[config.mk]
export PLATFORM = sky130hd
export DESIGN_NAME = tdigits_to_tc
export DESIGN_NICKNAME = d
export VERILOG_FILES = /design/src/rtl/tdigits_to_tc.sv
export SDC_FILE = /design/constraint.sdc
export NUM_CORES = 1
export LEC_CHECK = 0
export ABC_CLOCK_PERIOD_IN_PS = 4200
export CAP_MARGIN = 20
export CORE_MARGIN = 5
export CORE_UTILIZATION = 45
export DETAILED_ROUTE_END_ITERATION = 8
export PLACE_DENSITY = 0.76
export SLEW_MARGIN = 20
export SYNTH_ARGS = -nofsm -noshare
export SYNTH_HDL_FRONTEND = slang
export SYNTH_SLANG_ARGS = --single-unit
[constraint.sdc]
create_clock -name clk -period 4.2 [get_ports clk]
set_input_delay 0.63 -clock clk [delete_from_list [all_inputs] [get_ports clk]]
set_output_delay 0.63 -clock clk [all_outputs]
set_load 0.02 [all_outputs]
[src/rtl/tdigits_to_tc.sv]
// rtl/tdigits_to_tc.sv - signed BCD temperature entry (C or F) to 13-bit two's-complement Celsius
// One conversion at a time; F entries go through (v-32)*5 and a bit-serial divide by 9.
module tdigits_to_tc (
  input  logic               clk,
  input  logic               reset,
  input  logic               start,
  input  logic               sign,
  input  logic               c_f,
  input  logic [3:0]         thou,
  input  logic [3:0]         hund,
  input  logic [3:0]         tens,
  input  logic [3:0]         ones,
  output logic               ready,
  output logic               valid,
  output logic signed [12:0] tc,
  output logic               ovf,
  output logic               err
);

  typedef enum logic [2:0] {IDLE, CHECK, ACC, SIGN, OFFS, DIV, SAT, DONE} state_t;

  state_t             state, next_state;
  logic               sign_r, cf_r, neg;
  logic [15:0]        digits_r;
  logic [13:0]        acc, acc_next;
  logic [3:0]         cnt, digit, rem, rem_sub;
  logic [4:0]         trial;
  logic [15:0]        dq;
  logic signed [17:0] val, offs, res;
  logic               bad_digit;

  always_comb begin
    digit = digits_r[3:0];
    case (cnt[1:0])
      2'd0:    digit = digits_r[15:12];
      2'd1:    digit = digits_r[11:8];
      2'd2:    digit = digits_r[7:4];
      default: digit = digits_r[3:0];
    endcase
  end

  always_comb begin
    bad_digit = (digits_r[15:12] > 4'd9) || (digits_r[11:8] > 4'd9) ||
                (digits_r[7:4] > 4'd9) || (digits_r[3:0] > 4'd9);
    acc_next  = acc * 14'd10 + {10'd0, digit};
    offs      = (val - 18'sd32) * 18'sd5;
    // Remainder is always < 9, so 4 bits plus the incoming dividend bit suffice.
    trial     = {rem, dq[15]};
    rem_sub   = trial[3:0] - 4'd9;
    if (cf_r)
      res = neg ? -$signed({2'b00, dq}) : $signed({2'b00, dq});
    else
      res = val;
  end

  always_ff @(posedge clk or posedge reset) begin
    if (reset) state <= IDLE;
    else       state <= next_state;
  end

  always_comb begin
    next_state = state;
    case (state)
      IDLE:    if (start) next_state = CHECK;
      CHECK:   next_state = bad_digit ? DONE : ACC;
      ACC:     if (cnt == 4'd3) next_state = SIGN;
      SIGN:    next_state = cf_r ? OFFS : SAT;
      OFFS:    next_state = DIV;
      DIV:     if (cnt == 4'd15) next_state = SAT;
      SAT:     next_state = DONE;
      DONE:    next_state = IDLE;
      default: next_state = IDLE;
    endcase
  end

  always_comb begin
    ready = (state == IDLE);
    valid = (state == DONE);
  end

  always_ff @(posedge clk or posedge reset) begin
    if (reset) begin
      sign_r   <= 1'b0;
      cf_r     <= 1'b0;
      neg      <= 1'b0;
      digits_r <= 16'd0;
      acc      <= 14'd0;
      cnt      <= 4'd0;
      rem      <= 4'd0;
      dq       <= 16'd0;
      val      <= 18'sd0;
      tc       <= 13'sd0;
      ovf      <= 1'b0;
      err      <= 1'b0;
    end else begin
      case (state)
        IDLE: if (start) begin
          sign_r   <= sign;
          cf_r     <= c_f;
          digits_r <= {thou, hund, tens, ones};
        end
        CHECK: begin
          acc <= 14'd0;
          cnt <= 4'd0;
          if (bad_digit) begin
            tc  <= 13'sd0;
            ovf <= 1'b0;
            err <= 1'b1;
          end
        end
        ACC: begin
          acc <= acc_next;
          cnt <= (cnt == 4'd3) ? 4'd0 : cnt + 4'd1;
        end
        SIGN: val <= sign_r ? -$signed({4'd0, acc}) : $signed({4'd0, acc});
        OFFS: begin
          val <= offs;
          neg <= offs[17];
          dq  <= offs[17] ? 16'(-offs) : offs[15:0];
          rem <= 4'd0;
          cnt <= 4'd0;
        end
        DIV: begin
          cnt <= cnt + 4'd1;
          if (trial >= 5'd9) begin
            rem <= rem_sub;
            dq  <= {dq[14:0], 1'b1};
          end else begin
            rem <= trial[3:0];
            dq  <= {dq[14:0], 1'b0};
          end
        end
        SAT: begin
          err <= 1'b0;
          if (res > 18'sd4095) begin
            tc  <= 13'sd4095;
            ovf <= 1'b1;
          end else if (res < -18'sd4096) begin
            tc  <= -13'sd4096;
            ovf <= 1'b1;
          end else begin
            tc  <= res[12:0];
            ovf <= 1'b0;
          end
        end
        default: ;
      endcase
    end
  end

endmodule

# Word level (Yosys, flattened, before mapping)
# Cells that the tools add are included.
# classes
n_addsub	7
multipliers	2
order_cmp	7
eq_ne	15
mux	29
reduce_logical	14
# op_table
cell	count
18-bit two-way mux	3
13-bit two-way mux	3
18-bit case mux with 2 select lines	1
16-bit case mux with 2 select lines	1
14-bit case mux with 2 select lines	1
13-bit case mux with 2 select lines	1
3-bit case mux with 8 select lines	1
4-bit case mux with 3 select lines	2
18-bit by 13-bit > comparator with 1-bit output (second input constant)	1
18-bit by 13-bit < comparator with 1-bit output (second input constant)	1
18-bit by 4-bit multiplier with 18-bit output (second input constant)	1
14-bit negator with 18-bit output	1
16-bit negator with 18-bit output	1
18-bit by 7-bit subtractor with 18-bit output (second input constant)	1
4-bit > comparator (second input constant)	4
16-bit two-way mux	1
16-bit negator	1
14-bit by 4-bit adder with 14-bit output	1
14-bit by 3-bit multiplier with 13-bit output (second input constant)	1
3-bit == test (second input constant)	4
3-bit two-way mux	4
4-bit two-way mux	2
2-bit != test (second input constant)	4
4-bit case mux with 2 select lines	1
other kinds (20)	32
# word_totals
reg_bits	93
inputBits	21
output_inout_bits	17
word_cells	87

# Longest topological paths before layout
# logic_depth
word_depth	7
ltp_mapped	16

# Worst setup path before layout
# OpenSTA, ideal clock, no wires.
# synth_timing
path_type	reg-to-reg
start	register val[5]
end	register dq[15]
arrival_time_ns	3.886
required_time_ns	4.110
setup_slack_ns	0.224
stages_incl_launch_ff	16
synth_period_minus_slack_ns	3.976
cell_sequence	dfrtp_1 > inv_1 > ha_1 > or3b_2 > xnor2_1 > ha_1 > ha_1 > or3_1 > o21bai_1 > a221o_1 > o41ai_1 > xnor2_1 > buf_2 > o41ai_1 > xor2_1 > o221ai_1
# synth_between
elab_chain_cells	5
# synth_lines
item	line	text
start, declared	29	logic signed [17:0] val, offs, res;
start signal, assigned	115	SIGN: val <= sign_r ? -$signed({4'd0, acc}) : $signed({4'd0, acc});
start signal, assigned	117	val <= offs;
18-bit by 7-bit subtractor with 18-bit output *	46	offs = (val - 18'sd32) * 18'sd5;
18-bit by 4-bit multiplier with 18-bit output *	46	
16-bit negator	119	dq <= offs[17] ? 16'(-offs) : offs[15:0];
16-bit two-way mux *	119	
16-bit case mux with 2 select lines *	96	case (state)
end signal, assigned	119	
end signal, assigned	127	dq <= {dq[14:0], 1'b1};
end signal, assigned	130	dq <= {dq[14:0], 1'b0};
end, declared	28	logic [15:0] dq;
# Mark *: on every way between the ends. The rest lies on a longest branch, timed or not.
# A chain may end at the register's enable or synchronous reset.

# Worst setup path in the final report
# layout_timing
start	register val[5]
end	register dq[13]
# Same word-level chain as after synthesis.

==> results.ini <==
[floorplanning]
die_x_um=136
rows=46
core_um2=15800
die_y_um=136
fp.dieArea_um2=18600
start_util=0.456
ios=38

[min_path]
holdPathEnd=tc[12]$_DFFE_PP0P_
hold_path_class=flop to flop
hold_depth=2
hp-start=tc[12]$_DFFE_PP0P_

[finish]
drive_gt1_frac=0.118
antennaDiodeCount=0
area_delta_synth_final_pct=16.5
fin_nets=949
layout_common_cells=92 x dfrtp_1, 81 x nand2_1, 76 x o21ai_0, 61 x ha_1
fillers=1457
final_common_cell=dfrtp_1

[logic_synthesis]
syn_avg_cell_area_um2=8.80
yosysWarnings=0
ys_seq_elements=93
ys_types=70
synth-edff-count=0
synth_sequential_area_ratio=0.324
syn_inst=817
synth_ff_type=dfrtp_1
synthArstFlopShare=1.00
synth_fp_nets=903
netlist_area_um2=7190

[worst_setup_path]
rrSetupSlack_ns=0.1
cp_num_buf_inv=2
worstSetupPathType=flop to flop
slowest_stage=or4_4
cp_cell_sequence=or4_4 > nor4_4 > xor2_1 > ha_1 > ha_4 > and3_1 > o2111a_1 > a221o_1 > o41ai_2 > xnor2_1 > buf_4 > buf_4 > o21ai_1 > xnor2_1 > a221o_1
reg2reg_depth=15
cp.arrival_ns=4.34
crit_path_max_fanout=7
rr_startpoint=val[5]$_DFFE_PP0P_
slowest_delay_ns=0.57
crit_family=compound AO/OA/AOI/OAI gates
critPathLaunchType=flop
crit_required_ns=4.43
r2r-end=dq[13]$_DFFE_PP0N_
cp_num_cells=15
critical_path.endpoint_type=flop

[job]
cap_violations=0

[sta]
clock_skew_ns=0.00892
tightest_slew_ns=1.07
setup_viol=0
tns_ns=0
hold_viol_final=0
rsz0062_at_grt=true
slew_viol_final=0
fmax_mhz=244
final.min_clock_period_ns=4.10
relSlewSlack=0.281
period_share=0.977

[clocking]
cts_buffers=9
h-tree-depth=3
cts_sinks=93
cts_root_buf=clkbuf_16
worst_skew_pair.late_latency_ns=0.35
clock_path_buffers=2
tritoncts=done
clkSlewWorstSetupHoldPaths_ns=0.07

[global_routing]
first_global_vias=5958
grt_overflow=0
grt_usage=0.195
antenna_found_initial=0
grt_max_degree=56
grt_pass1_wl_um=29600

[place]
io_buffers=37
gp_congestion=0.902
post-dp-hpwl_um=13300

[route]
ant_nets=0
drtIter0Drc=534
vias=6358
drcViolationCount=0
totalWireLength_um=17700
routedWlPerCell_um=16.4
drtPass1Iterations=7
viasPerCell=5.87

[outcome]
status=completed

[registers in the layout, summed over array words and instances (netlist names)]
signal and count:
val 18, err 1, state 3, ovf 1, rem 4, digits_r 16
tc 13, dq 16, neg 1, sign_r 1, acc 14, cnt 4
cf_r 1
[repair_timing]
item / 4_1_cts / 5_1_grt
setup endpoints to repair: 1 / 11
setup buffers: 0 / 3
pin swaps: 0 / 6
gates resized for setup: 1 / 20
endpoints found under the hold margin: 0 / 0
hold buffers: 0 / 0
[worst max-delay path by stage]
| stage | from | slack [ns] | end |
|---|---|---|---|
| floorplan | val[5]$_DFFE_PP0P_ | 0.22 | dq[15]$_DFFE_PP0N_ |
| global placement | val[5]$_DFFE_PP0P_ | 0.06 | dq[1]$_DFFE_PP0N_ |
| detailed placement | val[5]$_DFFE_PP0P_ | -0.003 | dq[1]$_DFFE_PP0N_ |
| CTS | val[5]$_DFFE_PP0P_ | 0.09 | dq[1]$_DFFE_PP0N_ |
| global route | val[5]$_DFFE_PP0P_ | -0.05 | dq[13]$_DFFE_PP0N_ |
| finish | val[5]$_DFFE_PP0P_ | 0.1 | dq[13]$_DFFE_PP0N_ |
[Yosys cell counts, drive strengths merged (10+ instances only)]
cell	number	share of area
nor2b	10	0.0087
nand2	81	0.042
nand3	19	0.013
a221o	12	0.017
nor2	58	0.032
dfrtp	93	0.32
xor2	34	0.041
and3	17	0.015
xnor2	42	0.051
ha	62	0.11
o21ai	81	0.057
mux2i	11	0.016
clkbuf	26	0.014
mux2	18	0.028
a21oi	55	0.039
inv	31	0.016
o41ai	10	0.016
nor3	13	0.0090
[worst reg2reg max path, stage by stage, from the launching register on]
cell      delay [ns]
dfrtp_1         0.42
or4_4           0.57
nor4_4          0.16
xor2_1          0.24
ha_1            0.31
ha_4            0.27
and3_1          0.18
o2111a_1        0.14
a221o_1         0.36
o41ai_2         0.37
xnor2_1         0.17
buf_4           0.18
buf_4           0.12
o21ai_1         0.06
xnor2_1         0.13
a221o_1         0.32
[kinds of logic (layout without fill, tap and decap cells)]
| family | count (synthesis) | in the layout | synth area share |
|---|---|---|---|
| and+or+nand+nor | 252 | 252 | 0.173 |
| muxes | 29 | 29 | 0.0440 |
| xor gates and xnor gates | 76 | 76 | 0.0926 |
| buffers and inverters | 64 | 115 | 0.0351 |
| adders and majority gates | 65 | 65 | 0.116 |
| DFF | 93 | 93 | 0.324 |
| AOI/OAI and AO/OA | 238 | 238 | 0.216 |
[layout make-up]
class / count / area [um^2] / share of cell area
timing repair buffer: 67 / 608 / 0.0726
clock buffer: 9 / 225 / 0.0269
tap: 216 / 270 / 0.0323
multi-input combinational: 660 / 4700 / 0.561
sequential: 93 / 2330 / 0.278
inverter: 32 / 121 / 0.0145
clock inverter: 7 / 120 / 0.0143
[through the flow]
step                setup WS (ns)   util  instance area, um^2  std cells  hold slack [ns]
floorplan                   0.224      -                 7190        817            0.467
global placement           0.0580  0.501                 7900       1064            0.462
detailed placement       -0.00283  0.501                 7900       1064            0.472
CTS                        0.0900  0.523                 8250       1080            0.487
global route              -0.0516  0.531                 8380       1084            0.510
finish                     0.0959  0.531                 8380       1084            0.478
[metal layers]
metal	vias up	GRT usage	wire length, um
met5	-	0	0
met4	0	0.0504	401
met3	37	0.0474	1170
met2	201	0.320	8440
met1	3040	0.258	7720
li1	3080	-	-
Power is left out: the tool's default activity adds up to more than one toggle a clock period on the data nets, which glitch-free logic cannot reach.
